==> src/rtl/spi_ctrl_pkg.sv <==
// Shared constants and FSM state type for the SPI register controller.
package spi_ctrl_pkg;

    localparam logic [7:0] CMD_WRITE  = 8'h01;
    localparam logic [7:0] CMD_READ   = 8'h02;
    localparam logic [7:0] CMD_STATUS = 8'h03;

    localparam logic [7:0] ACK     = 8'hA5;
    localparam logic [7:0] NAK     = 8'hEE;
    localparam logic [7:0] IDLE_TX = 8'hC3;

    typedef enum logic [2:0] {
        IDLE,
        CMD,
        ADDR,
        RDATA,
        WDATA,
        STAT,
        ERR
    } state_t;

endpackage

==> src/rtl/spi_reg_ctrl_if.sv <==
// Byte-stream and register-side signals between the SPI slave, controller and fabric.
interface spi_reg_ctrl_if #(
    parameter int ADDR_W = 4
);
    logic              cs;
    logic              rxd_flag;
    logic [7:0]        rxd_out;
    logic [7:0]        txd_data;
    logic [7:0]        ctrl_reg;
    logic              led_state;
    logic              wr_pulse;
    logic [ADDR_W-1:0] wr_addr;

    modport slave (
        input  cs, rxd_flag, rxd_out,
        output txd_data, ctrl_reg, led_state, wr_pulse, wr_addr
    );

    modport master (
        output cs, rxd_flag, rxd_out,
        input  txd_data, ctrl_reg, led_state, wr_pulse, wr_addr
    );
endinterface

==> src/rtl/spi_reg_ctrl_cs_sync.sv <==
// Two-flop synchronizer for the raw chip select, plus edge pulses on the synced level.
module cs_sync (
    input  logic clk_30M,
    input  logic rst,
    input  logic cs,
    output logic cs_fall,
    output logic cs_rise
);
    logic meta;
    logic sync;
    logic prev;

    // Reset to "deselected" so a pin already low after reset reads as a fresh fall.
    always_ff @(posedge clk_30M or negedge rst) begin
        if (!rst) begin
            meta <= 1'b1;
            sync <= 1'b1;
            prev <= 1'b1;
        end else begin
            meta <= cs;
            sync <= meta;
            prev <= sync;
        end
    end

    assign cs_fall = prev & ~sync;
    assign cs_rise = ~prev & sync;
endmodule

==> src/rtl/spi_reg_ctrl.sv <==
// Frames the SPI byte stream into command/address/burst transactions on a flop register bank.
module spi_reg_ctrl
    import spi_ctrl_pkg::*;
#(
    parameter int         NREG    = 16,
    parameter logic [7:0] ID_VAL  = 8'h5A,
    parameter logic [3:0] VERSION = 4'h1
) (
    input  logic         clk_30M,
    input  logic         rst,
    spi_reg_ctrl_if.slave bus
);
    localparam int                ADDR_W  = $clog2(NREG);
    localparam logic [ADDR_W-1:0] ID_ADDR = ADDR_W'(NREG - 1);

    state_t            state, state_next;
    logic [7:0]        bank [NREG];
    logic [ADDR_W-1:0] addr, addr_next;
    logic [ADDR_W-1:0] wr_addr, wr_addr_next;
    logic [ADDR_W-1:0] byte_addr, rd_sel;
    logic [7:0]        txd, txd_next, rd_data;
    logic              is_read, is_read_next;
    logic              err_sticky, err_next;
    logic              wr_en, wr_pulse;
    logic              cs_fall, cs_rise;

    cs_sync u_cs_sync (
        .clk_30M (clk_30M),
        .rst     (rst),
        .cs      (bus.cs),
        .cs_fall (cs_fall),
        .cs_rise (cs_rise)
    );

    assign byte_addr = bus.rxd_out[ADDR_W-1:0];
    assign rd_sel    = (state == ADDR) ? byte_addr : addr;
    assign rd_data   = (rd_sel == ID_ADDR) ? ID_VAL : bank[rd_sel];

    always_comb begin
        state_next   = state;
        addr_next    = addr;
        wr_addr_next = wr_addr;
        txd_next     = txd;
        is_read_next = is_read;
        err_next     = err_sticky;
        wr_en        = 1'b0;
        case (state)
            IDLE: if (cs_fall) state_next = CMD;
            CMD: if (bus.rxd_flag) begin
                case (bus.rxd_out)
                    CMD_WRITE, CMD_READ: begin
                        state_next   = ADDR;
                        txd_next     = ACK;
                        is_read_next = (bus.rxd_out == CMD_READ);
                    end
                    CMD_STATUS: begin
                        state_next = STAT;
                        txd_next   = {VERSION, 3'b000, err_sticky};
                        err_next   = 1'b0;
                    end
                    default: begin
                        state_next = ERR;
                        txd_next   = NAK;
                        err_next   = 1'b1;
                    end
                endcase
            end
            ADDR: if (bus.rxd_flag) begin
                if (is_read) begin
                    state_next = RDATA;
                    txd_next   = rd_data;
                    addr_next  = byte_addr + 1'b1;
                end else begin
                    state_next = WDATA;
                    txd_next   = ACK;
                    addr_next  = byte_addr;
                end
            end
            RDATA: if (bus.rxd_flag) begin
                txd_next  = rd_data;
                addr_next = addr + 1'b1;
            end
            WDATA: if (bus.rxd_flag) begin
                wr_en        = 1'b1;
                wr_addr_next = addr;
                txd_next     = bus.rxd_out;
                addr_next    = addr + 1'b1;
            end
            default: ;
        endcase
        // A byte landing with the synced rise is still processed above; only the state is overridden.
        if (cs_rise) state_next = IDLE;
    end

    always_ff @(posedge clk_30M or negedge rst) begin
        if (!rst) state <= IDLE;
        else      state <= state_next;
    end

    always_ff @(posedge clk_30M or negedge rst) begin
        if (!rst) begin
            txd        <= IDLE_TX;
            addr       <= '0;
            wr_addr    <= '0;
            is_read    <= 1'b0;
            err_sticky <= 1'b0;
            wr_pulse   <= 1'b0;
        end else begin
            txd        <= txd_next;
            addr       <= addr_next;
            wr_addr    <= wr_addr_next;
            is_read    <= is_read_next;
            err_sticky <= err_next;
            wr_pulse   <= wr_en;
        end
    end

    // The ID register is read-only: its write still strobes wr_pulse but never lands.
    always_ff @(posedge clk_30M or negedge rst) begin
        if (!rst) begin
            for (int i = 0; i < NREG; i++) bank[i] <= '0;
        end else if (wr_en && addr != ID_ADDR) begin
            bank[addr] <= bus.rxd_out;
        end
    end

    assign bus.txd_data  = txd;
    assign bus.ctrl_reg  = bank[0];
    assign bus.led_state = bank[0][0];
    assign bus.wr_pulse  = wr_pulse;
    assign bus.wr_addr   = wr_addr;
endmodule

==> src/flat_wrapper.sv <==
// flat-port wrapper written by rule: the top's interface ports become plain ports
module spi_reg_ctrl_flat import spi_ctrl_pkg::*;
#(
    parameter int         NREG    = 16,
    parameter logic [7:0] ID_VAL  = 8'h5A,
    parameter logic [3:0] VERSION = 4'h1
)
  (clk_30M, rst, bus_cs, bus_rxd_flag, bus_rxd_out, bus_txd_data, bus_ctrl_reg, bus_led_state, bus_wr_pulse, bus_wr_addr);
  spi_reg_ctrl_if bus_i ();
  input  logic clk_30M;
  input  logic rst;
  input wire logic [$bits(bus_i.cs)-1:0] bus_cs;
  input wire logic [$bits(bus_i.rxd_flag)-1:0] bus_rxd_flag;
  input wire logic [$bits(bus_i.rxd_out)-1:0] bus_rxd_out;
  output wire logic [$bits(bus_i.txd_data)-1:0] bus_txd_data;
  output wire logic [$bits(bus_i.ctrl_reg)-1:0] bus_ctrl_reg;
  output wire logic [$bits(bus_i.led_state)-1:0] bus_led_state;
  output wire logic [$bits(bus_i.wr_pulse)-1:0] bus_wr_pulse;
  output wire logic [$bits(bus_i.wr_addr)-1:0] bus_wr_addr;
  assign bus_i.cs = bus_cs;
  assign bus_i.rxd_flag = bus_rxd_flag;
  assign bus_i.rxd_out = bus_rxd_out;
  assign bus_txd_data = bus_i.txd_data;
  assign bus_ctrl_reg = bus_i.ctrl_reg;
  assign bus_led_state = bus_i.led_state;
  assign bus_wr_pulse = bus_i.wr_pulse;
  assign bus_wr_addr = bus_i.wr_addr;
  spi_reg_ctrl #(.NREG(NREG), .ID_VAL(ID_VAL), .VERSION(VERSION)) u_core (.clk_30M(clk_30M), .rst(rst), .bus(bus_i));
endmodule
==> config.mk <==
export PLATFORM = sky130hd
export DESIGN_NAME = spi_reg_ctrl_flat
export DESIGN_NICKNAME = d
export VERILOG_FILES = /design/src/rtl/spi_ctrl_pkg.sv /design/src/rtl/spi_reg_ctrl_if.sv /design/src/rtl/spi_reg_ctrl_cs_sync.sv /design/src/rtl/spi_reg_ctrl.sv /design/src/flat_wrapper.sv
export SDC_FILE = /design/constraint.sdc
export NUM_CORES = 1
export LEC_CHECK = 0
export CAP_MARGIN = 0
export CORE_MARGIN = 3
export CORE_UTILIZATION = 55
export CTS_CLUSTER_SIZE = 12
export DETAILED_ROUTE_END_ITERATION = 6
export PLACE_DENSITY = 0.76
export SYNTH_ARGS = -nofsm -noshare
export SYNTH_HDL_FRONTEND = slang
export SYNTH_SLANG_ARGS = --single-unit
==> constraint.sdc <==
create_clock -name clk_30M -period 2.1 [get_ports clk_30M]
set_input_delay 0.21 -clock clk_30M [delete_from_list [all_inputs] [get_ports clk_30M]]
set_output_delay 0.21 -clock clk_30M [all_outputs]
set_load 0.03 [all_outputs]
* After elaboration in Yosys (flattened, before gate mapping)
Index checks and enable logic that the tools add are counted.
** Storage, ports and cells
- Output and inout bits :: 22
- Input port bits :: 12
- Logic and storage cells :: 98
- Register bits after elaboration :: 153
** Operators by class
- Add/subtract/negate cells :: 2
- Mux-type cells :: 29
- Eq/ne operators :: 17
- Reductions and logical operators :: 14
- $lt $le $gt $ge :: 3
- Bitwise gates (word level) :: 7
** Operator list (number)
- 128-bit bitwise mux :: 1
- 8-bit 2-to-1 mux :: 9
- 8-bit binary-select mux with 4-bit select :: 1
- 8-bit demux with 4-bit select :: 1
- 8-bit one-hot mux with 4 select lines :: 1
- 8-bit by 2-bit == test with 1-bit output, second input constant :: 2
- 4-bit 2-to-1 mux :: 4
- 8-bit one-hot mux with 2 select lines :: 1
- 3-bit 2-to-1 mux :: 5
- 5-bit >= comparator, second input constant :: 2
- 4-bit NOT with 5-bit output :: 2
- 3-bit one-hot mux with 3 select lines :: 1
- 3-bit AND reduction :: 3
- 4-bit by 1-bit adder with 4-bit output, second input constant :: 2
- 8-bit by 1-bit == test with 1-bit output, second input constant :: 1
- 2-bit inequality test, second input constant :: 4
- 4-bit one-hot mux with 2 select lines :: 1
- 4-bit nonzero test :: 2
- 3-bit by 2-bit == test with 1-bit output, second input constant :: 2
- 3-bit by 2-bit inequality test with 1-bit output, second input constant :: 2
- 3-bit one-hot mux with 2 select lines :: 1
- 5-bit by 1-bit < comparator with 1-bit output, second input constant :: 1
- 5-bit AND reduction :: 1
- 4-bit == test, second input constant :: 1
- other kinds (15) :: 21

* Logic depth before layout (Yosys ltp)
Gate-level depths: netlist of the first run.
- Depth after elaboration :: 10
- Mapped depth :: 10
- Gate-level depth less buffers :: 7

* By module
Synthesis of the first run repeated with hierarchy kept, for this count alone.
** Second synthesis, totals
- Cell total of the unflattened synthesis :: 701
- Area total of the unflattened synthesis :: 7609.8 um^2
** Modules (own cells, without submodules)
- spi_reg_ctrl :: sequential area each 3633.5 um^2, cells each 696, area each 7516.0 um^2, instances 1
- cs_sync :: sequential area each 78.8 um^2, cells each 5, area each 93.8 um^2, instances 1

* Least setup slack after synthesis of the first run
No wires, ideal clock.
- Kind :: flip-flop to flip-flop
- Start point :: reg u_core.state[0]
- End point :: reg u_core.txd[4] (netlist: u_core.bus.txd_data[4])
- Path buffers :: 3
- Stages on the path, launching flop included :: 10
- Period minus slack after synthesis :: 2.165 ns
- Arrival time :: 2.018 ns
- Library setup time :: 0.147 ns
- Data required time :: 1.953 ns
- Path slack :: -0.065 ns
- Cell sequence :: dfrtp_1 -> buf_4 -> nor3b_2 -> buf_6 -> mux2i_1 -> buf_4 -> mux2_2 -> a32oi_1 -> a31o_2 -> a41oi_2
** On the way
- Longest elaborated chain between the ends :: 10
- Elaborated cells on any way between the ends :: 21
- Those cells by class :: 9 x eq/ne; 9 x mux; 1 x bitwise; 2 x reduce/logical
** Ends and longest elaborated chain
- start: declaration :: line spi_reg_ctrl.sv:16 : state_t state, state_next;
- start signal: assignment :: line spi_reg_ctrl.sv:97 : else state <= state_next;
- 3-bit by 2-bit == test with 1-bit output :: line spi_reg_ctrl.sv:36, spi_reg_ctrl.sv:47
- 4-bit 2-to-1 mux :: line spi_reg_ctrl.sv:36 : assign rd_sel = (state == ADDR) ? byte_addr : addr;
- 4-bit NOT with 5-bit output (implied by the code) :: line spi_reg_ctrl.sv:37 : assign rd_data = (rd_sel == ID_ADDR) ? ID_VAL : bank[rd_sel];
- 8-bit binary-select mux with 4-bit select :: line spi_reg_ctrl.sv:37
- 8-bit 2-to-1 mux (implied by the code) (2 in series) :: line spi_reg_ctrl.sv:37
- 8-bit 2-to-1 mux :: line spi_reg_ctrl.sv:37
- 8-bit 2-to-1 mux :: line spi_reg_ctrl.sv:69 : if (is_read) begin
- 8-bit 2-to-1 mux :: line spi_reg_ctrl.sv:68 : ADDR: if (bus.rxd_flag) begin
- 8-bit one-hot mux with 4 select lines :: line spi_reg_ctrl.sv:47 : case (state)
- end signal: assignment :: line spi_reg_ctrl.sv:109 : txd <= txd_next;
- end: declaration :: line spi_reg_ctrl.sv:21 : logic [7:0] txd, txd_next, rd_data;
Several ways; a longest one is shown, not always the timed one. The select of a mux whose other input is x is not followed.
A chain may end at the register's enable or synchronous reset.

* Worst setup path after layout of the first run
Same ends and word-level chain as after synthesis.

==> impl_metrics.json, run 1 <==
{
  "p_sw_share_pct": 38.3,
  "fin_crit_sh_pct": 108,
  "fin_hold_ws_ns": 0.189,
  "seq_area_mm2": 0.00374,
  "critPathMaxFanout": 4,
  "yosysTopAreaCell": "dfrtp_1",
  "hpwl_mm": 15.7,
  "ys_seq_area_share_pct": 47.9,
  "post-route-util_pct": 73.6,
  "p_per_area_mw_per_mm2": 1500,
  "holdPathEnd": "u_core.u_cs_sync.meta",
  "synth_cells": 738,
  "hold_path_depth": 1,
  "combinationalPowerShare_pct": 47.3,
  "viasPerCell": 6.55,
  "clock.fmax_mhz": 443,
  "cp-start-kind": "flip-flop",
  "antenna_cells": 0,
  "largest_reg_flops": 116,
  "clk_latency_ns": 0.44,
  "drtIter0Drc": 995,
  "p_int_mw": 9.25,
  "synthArstFlopShare_pct": 100,
  "hp-class": "input port to flip-flop",
  "timing.rr.end": "u_core.bus.txd_data[4]",
  "track_usage_pct": 29.6,
  "finClkSkew_ns": 0.00695,
  "dieArea_mm2": 0.0157,
  "timing.rr.start": "u_core.state[0]",
  "maxCapViolCount": 0,
  "required_ns": 2.40,
  "port_buffers": 33,
  "violations": "negative setup slack",
  "peakVddDrop_v": 0.00106,
  "max_slew_margin_pct": 65.1,
  "synth_flop_cell": "dfrtp_1",
  "synth-edff-count": 0,
  "crit_type": "flip-flop to flip-flop",
  "worst_pin_slew_ns": 0.517,
  "rsz0062_at_grt": "true",
  "clock_tree.buffer_depth": 2,
  "grt_max_degree": 56,
  "yosysWarnings": 0,
  "root_buffer": "clkbuf_16",
  "synth_most_common_cell": "dfrtp_1",
  "ios": 34,
  "cp.arrival_ns": 2.56,
  "outcome": "complete, but fails checks",
  "syn-num-nets": 757,
  "clk_pin_slew_ns": 0.06,
  "num_vias": 6742,
  "overflow": 0,
  "cts_tree": "done",
  "synth_area_leaders": "dfrtp_1, mux2_2, nand2_1",
  "clock-sinks": 149,
  "wl_per_cell_um": 22.9,
  "start_util_pct": 57.5,
  "core_region_area_mm2": 0.0136,
  "path_cells": "nor3b_4 -> buf_6 -> mux2i_4 -> buf_6 -> mux2_4 -> a32oi_2 -> a31o_2 -> a41oi_2",
  "sequentialPowerShare_pct": 31.7,
  "hold_viol": 0,
  "hold_start": "bus_cs",
  "fillers": 870,
  "cpPeakStageDelay_ns": 0.44,
  "syn_area_mm2": 0.00780,
  "ys_seq_elements": 149,
  "ys_types": 59,
  "gp_congestion": 0.950,
  "synth_top_area_share_pct": 45.5,
  "numCtsBuffers": 17,
  "r2r_slack_ns": -0.16,
  "die_y_um": 125,
  "ff2ff_path_depth": 8,
  "num_rows": 42,
  "min_period_ns": 2.26,
  "p_leak_nw": 4.46,
  "multi_input_area_mm2": 0.00397,
  "drive_above_1_share_pct": 36.8,
  "cp_slowest_cell": "dfrtp_2",
  "slew_violations": 0,
  "setup_viol": 8,
  "crit_path_frequent_cell": "buf_6",
  "netSwitchingPower_mw": 5.74,
  "end_kind": "flip-flop",
  "grt_pass1_vias": 6470,
  "wl_mm": 23.6,
  "nets": 859,
  "p_clk_share_pct": 21.0,
  "worst_slack_ns": -0.158,
  "grt_pass1_wl_mm": 36.3,
  "drt_pass1_iterations": 7,
  "areaGrowthSynthToFinish_pct": 27.8,
  "drc": 0,
  "ant_nets": 0,
  "netlist_top_cells_count": "dfrtp_1, nand2_1, mux2_2, o21ai_0, nand3_1",
  "antenna_found_initial": 0,
  "htree_levels": 4,
  "die_w_um": 125,
  "synth.avg_cell_area_um2": 10.6
}
## power groups by stage
stage	clock [mW]	sequential (mW)	combinational, mW
6_report	3.15	4.76	7.09
5_1_grt	3.32	4.85	7.54
4_1_cts	3.16	4.67	6.32
3_5_place_dp	0	4.69	5.92
3_3_place_gp	0	4.62	5.78
2_1_floorplan	0	4.68	3.73
## metal layers
layer	vias up	wire [µm]	track usage [%]
met5	-	0	0
met4	0	1020	11.7
met3	97	2230	6.18
met2	429	11000	45.7
met1	3352	9330	41.6
li1	2864	-	-
## area by class of cell
cell class | count | share of cell area (%)
Clock buffer | 20 | 4.68
Inverter | 9 | 0.389
Timing Repair Buffer | 152 | 14.0
Tap cell | 176 | 2.21
Sequential cell | 149 | 37.5
Multi-Input combinational cell | 511 | 39.8
Clock inverter | 12 | 1.43
## kinds of logic after synthesis
| family | after synthesis | share of synthesized area (%) |
|---|---|---|
| AO/OA/AOI/OAI | 142 | 11.5 |
| XOR/XNOR | 4 | 0.449 |
| adder cells (fa/ha/maj) | 7 | 1.12 |
| buffers and inverters | 78 | 4.92 |
| flip-flops | 149 | 47.9 |
| multiplexers | 128 | 20.5 |
| AND/OR/NAND/NOR | 230 | 13.6 |
## metrics by stage
step | instances | setup slack, ns | power [mW] | setup TNS (ns) | instance area [µm²]
6_report | 1029 | -0.158 | 15.0 | -0.574 | 9970
5_1_grt | 1029 | -0.213 | 15.7 | -1.19 | 9970
4_1_cts | 1020 | -0.0957 | 14.2 | -0.248 | 9640
3_5_place_dp | 978 | -0.251 | 10.6 | -6.15 | 8840
3_3_place_gp | 978 | -0.183 | 10.4 | -4.13 | 8840
2_1_floorplan | 738 | 0.00261 | 8.42 | 0 | 7830
## repair_timing
item / 4_1_cts / 5_1_grt
pin swaps: 8 / 18
hold endpoints to repair: 49 / 0
setup buffers: 9 / 8
hold buffers: 1 / 0
cloned: 0 / 2
gates resized for setup: 24 / 59
endpoints found under the setup margin: 8 / 51
## critical path: cells and delay by family (launching register included)
kind	cells	cell delay (ns)
AOI/OAI and AO/OA	3	0.48
buffers and inverters	2	0.29
DFF	1	0.44
muxes	2	0.61
and+or+nand+nor	1	0.31
## worst max-delay path by stage
stage / from / endpoint / slack [ns] / depth (start not counted)
after global placement: bus_rxd_out[3] / u_core.bus.txd_data[6] / -0.18 / 8
final: u_core.state[0] / u_core.bus.txd_data[4] / -0.16 / 8
after detailed placement: bus_rxd_out[1] / u_core.bus.txd_data[3] / -0.25 / 8
after global routing: u_core.state[0] / u_core.bus.txd_data[4] / -0.21 / 8
after CTS: u_core.state[2] / u_core.bus.txd_data[4] / -0.1 / 8
after floorplan: u_core.state[0] / u_core.bus.txd_data[4] / 0.003 / 9
## layout by cell type (no fill, tap or decap), drive strengths merged, types with 3 or more instances in the layout
cell and instances:
mux2i 28, a211oi 9, inv 10, a31oi 6, and2 3, clkbuf 22, ha 7, a221oi 7
mux2 84, a21oi 17, o2111ai 4, o22ai 7, mux4 16, nand2 112, clkdlybuf4s50 32, dfrtp 142
and3 6, dfstp 7, nor3b 9, o32ai 3, a22oi 3, nand2b 7, nor3 5, nor2 27
buf 117, nand3 45, o21ai 63, nor2b 8, clkinv 8
No activity file was read; power rests on OpenSTA's default activity.
==> run 2: changes to the inputs <==
==> constraint.sdc (replaced) <==
create_clock -name clk_30M -period 2.1 [get_ports clk_30M]
set_input_delay 0.21 -clock clk_30M [delete_from_list [all_inputs] [get_ports clk_30M]]
set_output_delay 0.21 -clock clk_30M [all_outputs]
set_load 0.02 [all_outputs]
==> results of run 2 <==
Same layout as run 1 (identical final DEF). Status: complete, but fails checks: negative setup slack.
Among the figures that moved: total power 15.0 mW -> 14.8 mW
